$ cat config.mk
export PLATFORM = sky130hd
export DESIGN_NAME = vdma_write_mc_sched
export DESIGN_NICKNAME = d
export VERILOG_FILES = /design/src/rtl/vdma_write_mc_sched.sv
export SDC_FILE = /design/constraint.sdc
export NUM_CORES = 1
export LEC_CHECK = 0
export ABC_CLOCK_PERIOD_IN_PS = 5150
export CAP_MARGIN = 0
export CORE_MARGIN = 8
export CORE_UTILIZATION = 60
export DETAILED_ROUTE_END_ITERATION = 7
export PLACE_DENSITY = 0.8
export SLEW_MARGIN = 20
export SYNTH_ARGS = -nofsm -noshare
export SYNTH_HDL_FRONTEND = slang
export SYNTH_SLANG_ARGS = --single-unit
export TNS_END_PERCENT = 20
$ cat constraint.sdc
create_clock -name aclk_i -period 5.15 [get_ports aclk_i]
set_input_delay 0.7725 -clock aclk_i [delete_from_list [all_inputs] [get_ports aclk_i]]
set_output_delay 0.7725 -clock aclk_i [all_outputs]
set_load 0.02 [all_outputs]
$ cat src/rtl/vdma_write_mc_sched.sv
// Multi-channel VDMA write scheduler: per-channel frame FSMs feed a round-robin
// burst arbiter that drives one DDR write master and reports completed frames.
module vdma_write_mc_sched #(
  parameter int g_NUM_CH    = 2,
  parameter int g_OP_DW     = 64,
  parameter int g_BURST_LEN = 16,
  parameter int g_NUM_BUFF  = 3
) (
  input  logic                   aclk_i,
  input  logic                   aclk_rstn_i,
  input  logic                   vdma_ip_en_i,
  input  logic [g_NUM_CH-1:0]    ch_frame_start_i,
  input  logic [g_NUM_CH-1:0]    ch_frame_end_i,
  input  logic [g_NUM_CH*16-1:0] ch_level_i,
  input  logic                   buff_base_wr_i,
  input  logic [1:0]             buff_base_ch_i,
  input  logic [1:0]             buff_base_idx_i,
  input  logic [31:0]            buff_base_data_i,
  input  logic                   write_ackn_i,
  input  logic                   write_done_i,
  output logic                   write_req_o,
  output logic [7:0]             write_length_o,
  output logic [37:0]            write_start_addr_o,
  output logic [1:0]             write_ch_o,
  output logic                   frame_size_valid_o,
  output logic [1:0]             frame_size_ch_o,
  output logic [31:0]            frame_size_o,
  output logic [g_NUM_CH-1:0]    int_dma_o,
  output logic [g_NUM_CH*2-1:0]  cur_buff_idx_o
);
  localparam logic [15:0] LP_BURST    = 16'(g_BURST_LEN);
  localparam logic [37:0] LP_BPB      = 38'(g_OP_DW / 8);
  localparam logic [1:0]  LP_LAST_CH  = 2'(g_NUM_CH - 1);
  localparam logic [1:0]  LP_LAST_BUF = 2'(g_NUM_BUFF - 1);

  typedef enum logic [1:0] {CH_IDLE, CH_ACTIVE, CH_FLUSH} ch_state_e;
  typedef enum logic [1:0] {ST_ARB, ST_REQ, ST_WAIT_DONE} arb_state_e;

  ch_state_e   ch_state_q [4];
  ch_state_e   ch_state_d [4];
  logic [37:0] addr_q     [4];
  logic [37:0] addr_d     [4];
  logic [31:0] byte_cnt_q [4];
  logic [31:0] byte_cnt_d [4];
  logic [1:0]  cur_idx_q  [4];
  logic [1:0]  cur_idx_d  [4];
  logic [31:0] base_q     [4][4];
  logic [31:0] base_d     [4][4];
  logic [15:0] level_s    [4];

  arb_state_e    arb_q, arb_d;
  logic [1:0]    grant_q, grant_d;
  logic [1:0]    last_grant_q, last_grant_d;
  logic [8:0]    beats_q, beats_d;
  logic          write_req_q, write_req_d;
  logic [7:0]    write_length_q, write_length_d;
  logic [37:0]   write_addr_q, write_addr_d;
  logic [1:0]    write_ch_q, write_ch_d;
  logic          fs_valid_q, fs_valid_d;
  logic [1:0]    fs_ch_q, fs_ch_d;
  logic [31:0]   fs_size_q, fs_size_d;
  logic [g_NUM_CH-1:0] int_dma_q, int_dma_d;

  logic          found_s;
  logic          comp_found_s;
  logic [1:0]    comp_ch_s;
  logic [1:0]    rr_s;
  logic [2:0]    rr_sum_s;
  logic [37:0]   inc_s;

  // Per-channel FIFO levels and current buffer index flattened onto ports.
  always_comb begin
    cur_buff_idx_o = '0;
    for (int i = 0; i < 4; i++) begin
      level_s[i] = 16'd0;
    end
    for (int i = 0; i < g_NUM_CH; i++) begin
      level_s[i] = ch_level_i[16*i +: 16];
      cur_buff_idx_o[2*i +: 2] = cur_idx_q[i];
    end
  end

  // Next-state logic for base table, channel FSMs, arbiter and reporting.
  always_comb begin
    arb_d          = arb_q;
    grant_d        = grant_q;
    last_grant_d   = last_grant_q;
    beats_d        = beats_q;
    write_req_d    = write_req_q;
    write_length_d = write_length_q;
    write_addr_d   = write_addr_q;
    write_ch_d     = write_ch_q;
    fs_valid_d     = 1'b0;
    fs_ch_d        = fs_ch_q;
    fs_size_d      = fs_size_q;
    int_dma_d      = '0;
    found_s        = 1'b0;
    comp_found_s   = 1'b0;
    comp_ch_s      = 2'd0;
    rr_s           = 2'd0;
    rr_sum_s       = 3'd0;
    inc_s          = {29'd0, beats_q} * LP_BPB;
    for (int i = 0; i < 4; i++) begin
      ch_state_d[i] = ch_state_q[i];
      addr_d[i]     = addr_q[i];
      byte_cnt_d[i] = byte_cnt_q[i];
      cur_idx_d[i]  = cur_idx_q[i];
      for (int j = 0; j < 4; j++) begin
        base_d[i][j] = base_q[i][j];
      end
    end

    if (buff_base_wr_i && (int'(buff_base_ch_i) < g_NUM_CH) &&
        (int'(buff_base_idx_i) < g_NUM_BUFF)) begin
      base_d[buff_base_ch_i][buff_base_idx_i] = buff_base_data_i;
    end else begin
      base_d[0][0] = base_q[0][0];
    end

    for (int i = 0; i < g_NUM_CH; i++) begin
      case (ch_state_q[i])
        CH_IDLE: begin
          if (ch_frame_start_i[i] && vdma_ip_en_i) begin
            ch_state_d[i] = CH_ACTIVE;
            addr_d[i]     = {6'd0, base_q[i][cur_idx_q[i]]};
            byte_cnt_d[i] = 32'd0;
          end else begin
            ch_state_d[i] = CH_IDLE;
          end
        end
        CH_ACTIVE: ch_state_d[i] = ch_frame_end_i[i] ? CH_FLUSH : CH_ACTIVE;
        CH_FLUSH:  ch_state_d[i] = CH_FLUSH;
        default:   ch_state_d[i] = CH_IDLE;
      endcase
    end

    case (arb_q)
      ST_ARB: begin
        for (int k = 0; k < g_NUM_CH; k++) begin
          rr_sum_s = {1'b0, last_grant_q} + 3'd1 + 3'(k);
          if (rr_sum_s >= 3'(g_NUM_CH)) begin
            rr_sum_s = rr_sum_s - 3'(g_NUM_CH);
          end else begin
            rr_sum_s = rr_sum_s;
          end
          rr_s = rr_sum_s[1:0];
          if (!found_s &&
              (((ch_state_q[rr_s] == CH_ACTIVE) && (level_s[rr_s] >= LP_BURST)) ||
               ((ch_state_q[rr_s] == CH_FLUSH) && (level_s[rr_s] != 16'd0)))) begin
            found_s = 1'b1;
            grant_d = rr_s;
            // A flushing channel may hold less than a full burst.
            if ((ch_state_q[rr_s] == CH_FLUSH) && (level_s[rr_s] < LP_BURST)) begin
              beats_d = level_s[rr_s][8:0];
            end else begin
              beats_d = 9'(g_BURST_LEN);
            end
            arb_d          = ST_REQ;
            write_req_d    = 1'b1;
            write_length_d = 8'(beats_d - 9'd1);
            write_addr_d   = addr_q[rr_s];
            write_ch_d     = rr_s;
          end else begin
            found_s = found_s;
          end
        end
      end
      ST_REQ: begin
        if (write_ackn_i) begin
          arb_d       = ST_WAIT_DONE;
          write_req_d = 1'b0;
        end else begin
          arb_d = ST_REQ;
        end
      end
      ST_WAIT_DONE: begin
        if (write_done_i) begin
          addr_d[grant_q]     = addr_q[grant_q] + inc_s;
          byte_cnt_d[grant_q] = byte_cnt_q[grant_q] + inc_s[31:0];
          last_grant_d        = grant_q;
          arb_d               = ST_ARB;
        end else begin
          arb_d = ST_WAIT_DONE;
        end
      end
      default: begin
        arb_d       = ST_ARB;
        write_req_d = 1'b0;
      end
    endcase

    // The channel owning the in-flight burst cannot complete until it returns.
    for (int i = 0; i < g_NUM_CH; i++) begin
      if (!comp_found_s && (ch_state_q[i] == CH_FLUSH) && (level_s[i] == 16'd0) &&
          !((arb_q != ST_ARB) && (grant_q == 2'(i)))) begin
        comp_found_s = 1'b1;
        comp_ch_s    = 2'(i);
      end else begin
        comp_found_s = comp_found_s;
      end
    end
    for (int i = 0; i < g_NUM_CH; i++) begin
      int_dma_d[i] = comp_found_s && (comp_ch_s == 2'(i));
    end
    if (comp_found_s) begin
      ch_state_d[comp_ch_s] = CH_IDLE;
      cur_idx_d[comp_ch_s]  = (cur_idx_q[comp_ch_s] == LP_LAST_BUF) ? 2'd0 :
                              cur_idx_q[comp_ch_s] + 2'd1;
      fs_valid_d = 1'b1;
      fs_ch_d    = comp_ch_s;
      fs_size_d  = byte_cnt_q[comp_ch_s];
    end else begin
      fs_valid_d = 1'b0;
    end
  end

  // State registers and registered outputs.
  always_ff @(posedge aclk_i or negedge aclk_rstn_i) begin
    if (!aclk_rstn_i) begin
      arb_q          <= ST_ARB;
      grant_q        <= 2'd0;
      last_grant_q   <= LP_LAST_CH;
      beats_q        <= 9'd0;
      write_req_q    <= 1'b0;
      write_length_q <= 8'd0;
      write_addr_q   <= 38'd0;
      write_ch_q     <= 2'd0;
      fs_valid_q     <= 1'b0;
      fs_ch_q        <= 2'd0;
      fs_size_q      <= 32'd0;
      int_dma_q      <= '0;
      for (int i = 0; i < 4; i++) begin
        ch_state_q[i] <= CH_IDLE;
        addr_q[i]     <= 38'd0;
        byte_cnt_q[i] <= 32'd0;
        cur_idx_q[i]  <= 2'd0;
        for (int j = 0; j < 4; j++) begin
          base_q[i][j] <= 32'd0;
        end
      end
    end else begin
      arb_q          <= arb_d;
      grant_q        <= grant_d;
      last_grant_q   <= last_grant_d;
      beats_q        <= beats_d;
      write_req_q    <= write_req_d;
      write_length_q <= write_length_d;
      write_addr_q   <= write_addr_d;
      write_ch_q     <= write_ch_d;
      fs_valid_q     <= fs_valid_d;
      fs_ch_q        <= fs_ch_d;
      fs_size_q      <= fs_size_d;
      int_dma_q      <= int_dma_d;
      for (int i = 0; i < 4; i++) begin
        ch_state_q[i] <= ch_state_d[i];
        addr_q[i]     <= addr_d[i];
        byte_cnt_q[i] <= byte_cnt_d[i];
        cur_idx_q[i]  <= cur_idx_d[i];
        for (int j = 0; j < 4; j++) begin
          base_q[i][j] <= base_d[i][j];
        end
      end
    end
  end

  assign write_req_o        = write_req_q;
  assign write_length_o     = write_length_q;
  assign write_start_addr_o = write_addr_q;
  assign write_ch_o         = write_ch_q;
  assign frame_size_valid_o = fs_valid_q;
  assign frame_size_ch_o    = fs_ch_q;
  assign frame_size_o       = fs_size_q;
  assign int_dma_o          = int_dma_q;

endmodule

==> impl_metrics.toml, run 1 <==
[synth]
synth_fp_nets = 2616
yosysUniqueCellTypes = 69
synthArstFlopShare_pct = 100.0
ys.flop_type = "dfrtp_1"
synth_top_area_cell = "dfrtp_1"
yosysWarnings = 0
synth_top_area_share_pct = 51.14
synth_area_leaders = "dfrtp_1 51%, mux4_2 14%, mux2_2 7.5%"
synth_cells = 2515
yosysSeqAreaShare_pct = 51.23
synthTopCellsByCount = "635 x dfrtp_1, 291 x o21ai_0, 272 x nand2_1"
synth_seq_cells = 636
synth_area_per_cell_um2 = 12.35
synth_area_um2 = 31070
synth-edff-count = 0
synth.most_common_cell = "dfrtp_1"

[critical_path]
cp_top_family = "compound AO/OA/AOI/OAI gates"
crit_top_cell = "o21ai_0"
slowest_stage = "dfrtp_4"
required_ns = 5.59
setup.worst_path.class = "flip-flop to flip-flop"
cp.depth = 12
r2r_cells = 12
crit_path_end_kind = "flip-flop"
crit_arrival_ns = 4.53
crit_chain = "mux4_2, ha_1, inv_1, fa_1, nor2b_1, o21a_1, o21ai_0, a21oi_1, o21ai_0, nor2_1, xnor2_1, o21ai_0"
critPathMaxFanout = 39
slowest_delay_ns = 0.92
critPathBufInv = 1
startpoint_type = "flip-flop"

[drt]
drc_errors = 0
num_vias = 20830
via_per_inst = 6.367
ant_nets = 0
drtIter0Drc = 1979
first_pass_iters = 6
wl_per_cell_um = 23.23
wl_um = 76020

[timing]
fin_crit_sh_pct = 79.36
hold_violations = 0
setup_viol = 0
tns_ns = 0
rsz0062_at_grt = "no"
whs_ns = 0.2577
max_freq_mhz = 244.7
tightest_slew_ns = 1.166
final_max_slew_viol_count = 0
period_minus_slack_ns = 4.087
clock-skew-final_ns = 0.02073
slew_headroom_pct = 22.29

[grt]
grt_usage_pct = 25.91
grt_pass1_vias = 22060
antenna_found_initial = 2
met3_usage_pct = 4.595
grt_busiest_layer = "met2"
use_met2_pct = 41.44
grt_start_max_net_pins = 129
met1_usage_pct = 36.28
grt_pass1_wl_um = 123600
gr-total-overflow = 0

[finish]
multiInputGateArea_um2 = 14070
diodes = 0
synthToLayoutAreaGrowth_pct = 13.23
nFillCells = 3466
seqCellArea_um2 = 15930
final_core_util_pct = 68.58
nets = 2643
drive_above_1_share_pct = 22.61

[floorplan]
initial_core_util_pct = 60.57
dieArea_um2 = 59320
core_area_um2 = 51300
die_w_um = 243.6
pin_count = 168
die_y_um = 243.6
row_count = 83

[clocking]
path_clk_slew_ns = 0.06
h-tree-depth = 3
hold_buffers = 0
cts_setup_buffers = 0
cts.sinks = 636
cts_root_buffer = "clkbuf_16"
cts_tree = "built"
clk_latency_ns = 0.61
cts_buffers = 67
cts_repair_resize_count = 0
cts_buffer_depth = 3

[placement]
gp_congestion = 0.8975
dp_hpwl_um = 48020
port-buffer-count = 166

[pwr]
peakVddDrop_mv = 0.4077
p_per_area_nw_per_um2 = 473.9
p_leak_nw = 14.95

[run]
maxCapViolations = 0

[min_path]
hp-class = "input pin to asynchronous set/reset pin"

[run_status]
outcome = "complete, no violations"
## final timing paths
path	startpoint	endpoint	slack, ns
worst max-delay path	grant_q[0]	byte_cnt_q[19]	1.06
worst min-delay path	aclk_rstn_i	ch_state_q[7]	0.26
worst max register to register	grant_q[0]	byte_cnt_q[19]	1.06
worst min register to register	base_q[386]	base_q[386]	0.37
max in group asynchronous	aclk_rstn_i	base_q[450]	3.58
min in group aclk_i	base_q[386]	base_q[386]	0.37
## power by group
group          switching (mW)  internal (mW)  leakage [nW]  total (mW)
combinational            2.78           2.55          5.47        5.33
clock                    1.98           2.83          1.09        4.81
sequential              0.723           5.81          8.39        6.53
total                    5.49           11.2          15.0        16.7
## cell type report
type | count | share of cell area [%]
well taps | 680 | 2.418
multi-input cells | 1604 | 40.00
flip-flops and latches | 636 | 45.27
clock inverters | 15 | 0.4517
inverters | 28 | 0.3023
repair buffers | 205 | 5.758
clock buffers | 104 | 5.793
## layout by cell type (no fill, tap or decap), types with 17 or more instances in the layout
master and count:
dfrtp_1 631, o21ai_0 291, nand2_1 271, mux2_2 207
mux4_2 192, clkdlybuf4s50_1 165, mux2i_1 90, nand3_1 84
clkbuf_16 69, a21oi_1 60, nor2b_1 53, nor2_1 48
xnor2_1 42, a211oi_1 40, buf_4 33, inv_1 27
xor2_1 26, ha_1 19, clkbuf_8 18, clkbuf_1 17
## sequential cells by signal, summed over array words and instances (netlist names), 4 cells and up
name	cells
addr_q	152
base_q	256
beats_q	9
byte_cnt_q	122
ch_state_q	4
cur_buff_idx_o	4
frame_size_o	32
write_length_o	8
write_start_addr_o	38
## logic make-up (layout without fill, tap and decap cells)
family | count (synthesis) | in the layout | share of synthesized area (%)
AOI/OAI and AO/OA | 449 | 449 | 8.030
xor gates and xnor gates | 69 | 69 | 1.969
and+or+nand+nor | 560 | 560 | 8.638
muxes | 502 | 502 | 25.41
DFF | 636 | 636 | 51.23
other | 1 | 1 | 0.01207
adders and majority gates | 23 | 23 | 0.9745
buffers and inverters | 275 | 352 | 3.745
## stage by stage
stage | power, mW | instances | cell area (um2) | setup slack (ns)
after floorplan | 10.27 | 2515 | 31070 | 1.013
after detailed placement | 11.89 | 3153 | 32980 | 1.143
after global routing | 17.47 | 3272 | 35180 | 0.6320
after global placement | 11.63 | 3153 | 32980 | 1.210
final | 16.67 | 3272 | 35180 | 1.063
after CTS | 16.72 | 3272 | 35180 | 1.040
## metal layers
| layer | vias to the layer above | wire length [um] |
|---|---|---|
| met4 | 4 | 1928 |
| li1 | 9142 | - |
| met5 | - | 24 |
| met3 | 147 | 5106 |
| met2 | 733 | 36740 |
| met1 | 10810 | 32220 |
No activity file was read; power rests on OpenSTA's default activity.
==> inputs of run 2 (changes only) <==
- ABC_CLOCK_PERIOD_IN_PS: 5150 -> 3500
- CORE_UTILIZATION: 60 -> 55
- PLACE_DENSITY: 0.8 -> 0.77
- clock period: 5.15 -> 3.5 ns (I/O delays scaled with it)
==> impl_metrics.toml, run 2 (synthesized netlist as in run 1, its figures left out) <==
[finish]
multiInputGateArea_um2 = 14160
seqCellArea_um2 = 15930
synthToLayoutAreaGrowth_pct = 15.73
final_cell_mix = "631 x dfrtp_1, 283 x o21ai_0, 271 x nand2_1"
nFillCells = 4082
top_regs = "base_q x256, addr_q x152, byte_cnt_q x122"
regMostFlops = "base_q"
nets = 2694
largest_reg_flops = 256
drive_above_1_share_pct = 24.81
final_common_cell = "dfrtp_1"

[grt]
grt_usage_pct = 24.45
gr-total-overflow = 0
grt_pass1_wl_um = 124000
grt_pass1_vias = 21930
antenna_found_initial = 5
grt_start_max_net_pins = 101

[clocking]
cts_buffer_depth = 3
h-tree-depth = 3
clk_latency_ns = 0.62
cts_tree = "built"
path_clk_slew_ns = 0.06
cts_buffers = 67
cts_root_buffer = "clkbuf_16"
cts.sinks = 636

[critical_path]
critPathBufInv = 1
crit_path_end_kind = "flip-flop"
startpoint = "grant_q[0]"
r2r_cells = 11
cp.depth = 11
critPathMaxFanout = 12
required_ns = 3.94
slowest_stage = "dfrtp_4"
crit_arrival_ns = 3.81
cp_top_family = "compound AO/OA/AOI/OAI gates"
r2r-start = "grant_q[0]"
startpoint_type = "flip-flop"
crit_chain = "buf_4, mux4_2, ha_1, a21o_1, a21oi_1, o21bai_1, a21bo_2, nand3_4, nor2_1, xnor2_1, o21ai_0"
slowest_delay_ns = 0.54
setup.worst_path.class = "flip-flop to flip-flop"

[drt]
drtIter0Drc = 1385
first_pass_iters = 5
wl_per_cell_um = 22.72
num_vias = 20830
ant_nets = 0
via_per_inst = 6.132
drc_errors = 0
wl_um = 77200

[pwr]
p_leak_nw = 15.29
peakVddDrop_mv = 0.4148
p_per_area_nw_per_um2 = 694.8
power.total_mw = 24.98

[timing]
fin_crit_sh_pct = 96.27
tightest_slew_ns = 0.9617
setup_viol = 0
hold_violations = 0
tns_ns = 0
clock-skew-final_ns = 0.02264
slew_headroom_pct = 35.89
period_minus_slack_ns = 3.369
final_max_slew_viol_count = 0
max_freq_mhz = 296.8

[run]
maxCapViolations = 0

[min_path]
hp-class = "input pin to asynchronous set/reset pin"

[run_status]
outcome = "complete, no violations"

[floorplan]
pin_count = 168
core_area_um2 = 56170
dieArea_um2 = 64350
initial_core_util_pct = 55.32
die_w_um = 253.7
die_y_um = 253.7
row_count = 87

[placement]
gp_congestion = 0.8652
port-buffer-count = 166
dp_hpwl_um = 49800
run 2: per-stage QoR:
stage / util [%] / hold slack [ns] / area [um2] / setup slack, ns / cells
final: 64.02 / 0.01624 / 35960 / 0.1307 / 3397
after global routing: 64.01 / 0.07355 / 35950 / -0.02160 / 3396
after CTS: 63.89 / 0.03909 / 35880 / 0.03900 / 3390
after detailed placement: 59.92 / 0.3630 / 33660 / 0.1080 / 3274
after global placement: 59.92 / 0.3599 / 33660 / 0.1090 / 3274
after floorplan: - / 0.2294 / 31220 / -0.001932 / 2515
run 2: per-layer routing:
layer | part of all wire (%) | track usage [%]
met2 | 50 | 40.33
met5 | 0.048 | 0
met3 | 7.2 | 4.888
met1 | 41 | 32.52
met4 | 2.4 | 8.122
run 2: worst reg2reg max path, cell delays in order (launching register included):
cell	delay, ns
dfrtp_4	0.54
buf_4	0.22
mux4_2	0.54
ha_1	0.29
a21o_1	0.18
a21oi_1	0.30
o21bai_1	0.14
a21bo_2	0.30
nand3_4	0.19
nor2_1	0.08
xnor2_1	0.26
o21ai_0	0.15
run 2: final timing paths:
kind                                end  slack (ns)
min                        int_dma_o[0]        0.02
min reg2reg                 base_q[386]        0.37
max reg2reg                 addr_q[146]        0.13
max in group asynchronous   base_q[482]        2.32
max                         addr_q[146]        0.13
min in group aclk_i         base_q[386]        0.37
run 2: layout make-up:
class | instances | area share (%)
inverter | 28 | 0.2923
sequential | 636 | 44.30
clock inverter | 23 | 0.7760
tap | 756 | 2.631
timing repair buffer | 256 | 7.210
multi-input combinational | 1604 | 39.37
antenna | 1 | 0.006959
clock buffer | 93 | 5.414
run 2: power breakdown:
group	switching, mW	internal, mW
Combinational	4.30	3.97
Clock	2.96	4.27
Sequential	0.930	8.55
Total	8.19	16.8
run 2: timing repair:
| item | CTS | global route |
|---|---|---|
| hold buffers | 0 | 0 |
| buffers inserted | 0 | 6 |
| setup endpoints to repair | 0 | 61 |
| resized for setup | 0 | 4 |
| endpoints found under the hold margin | 0 | 0 |
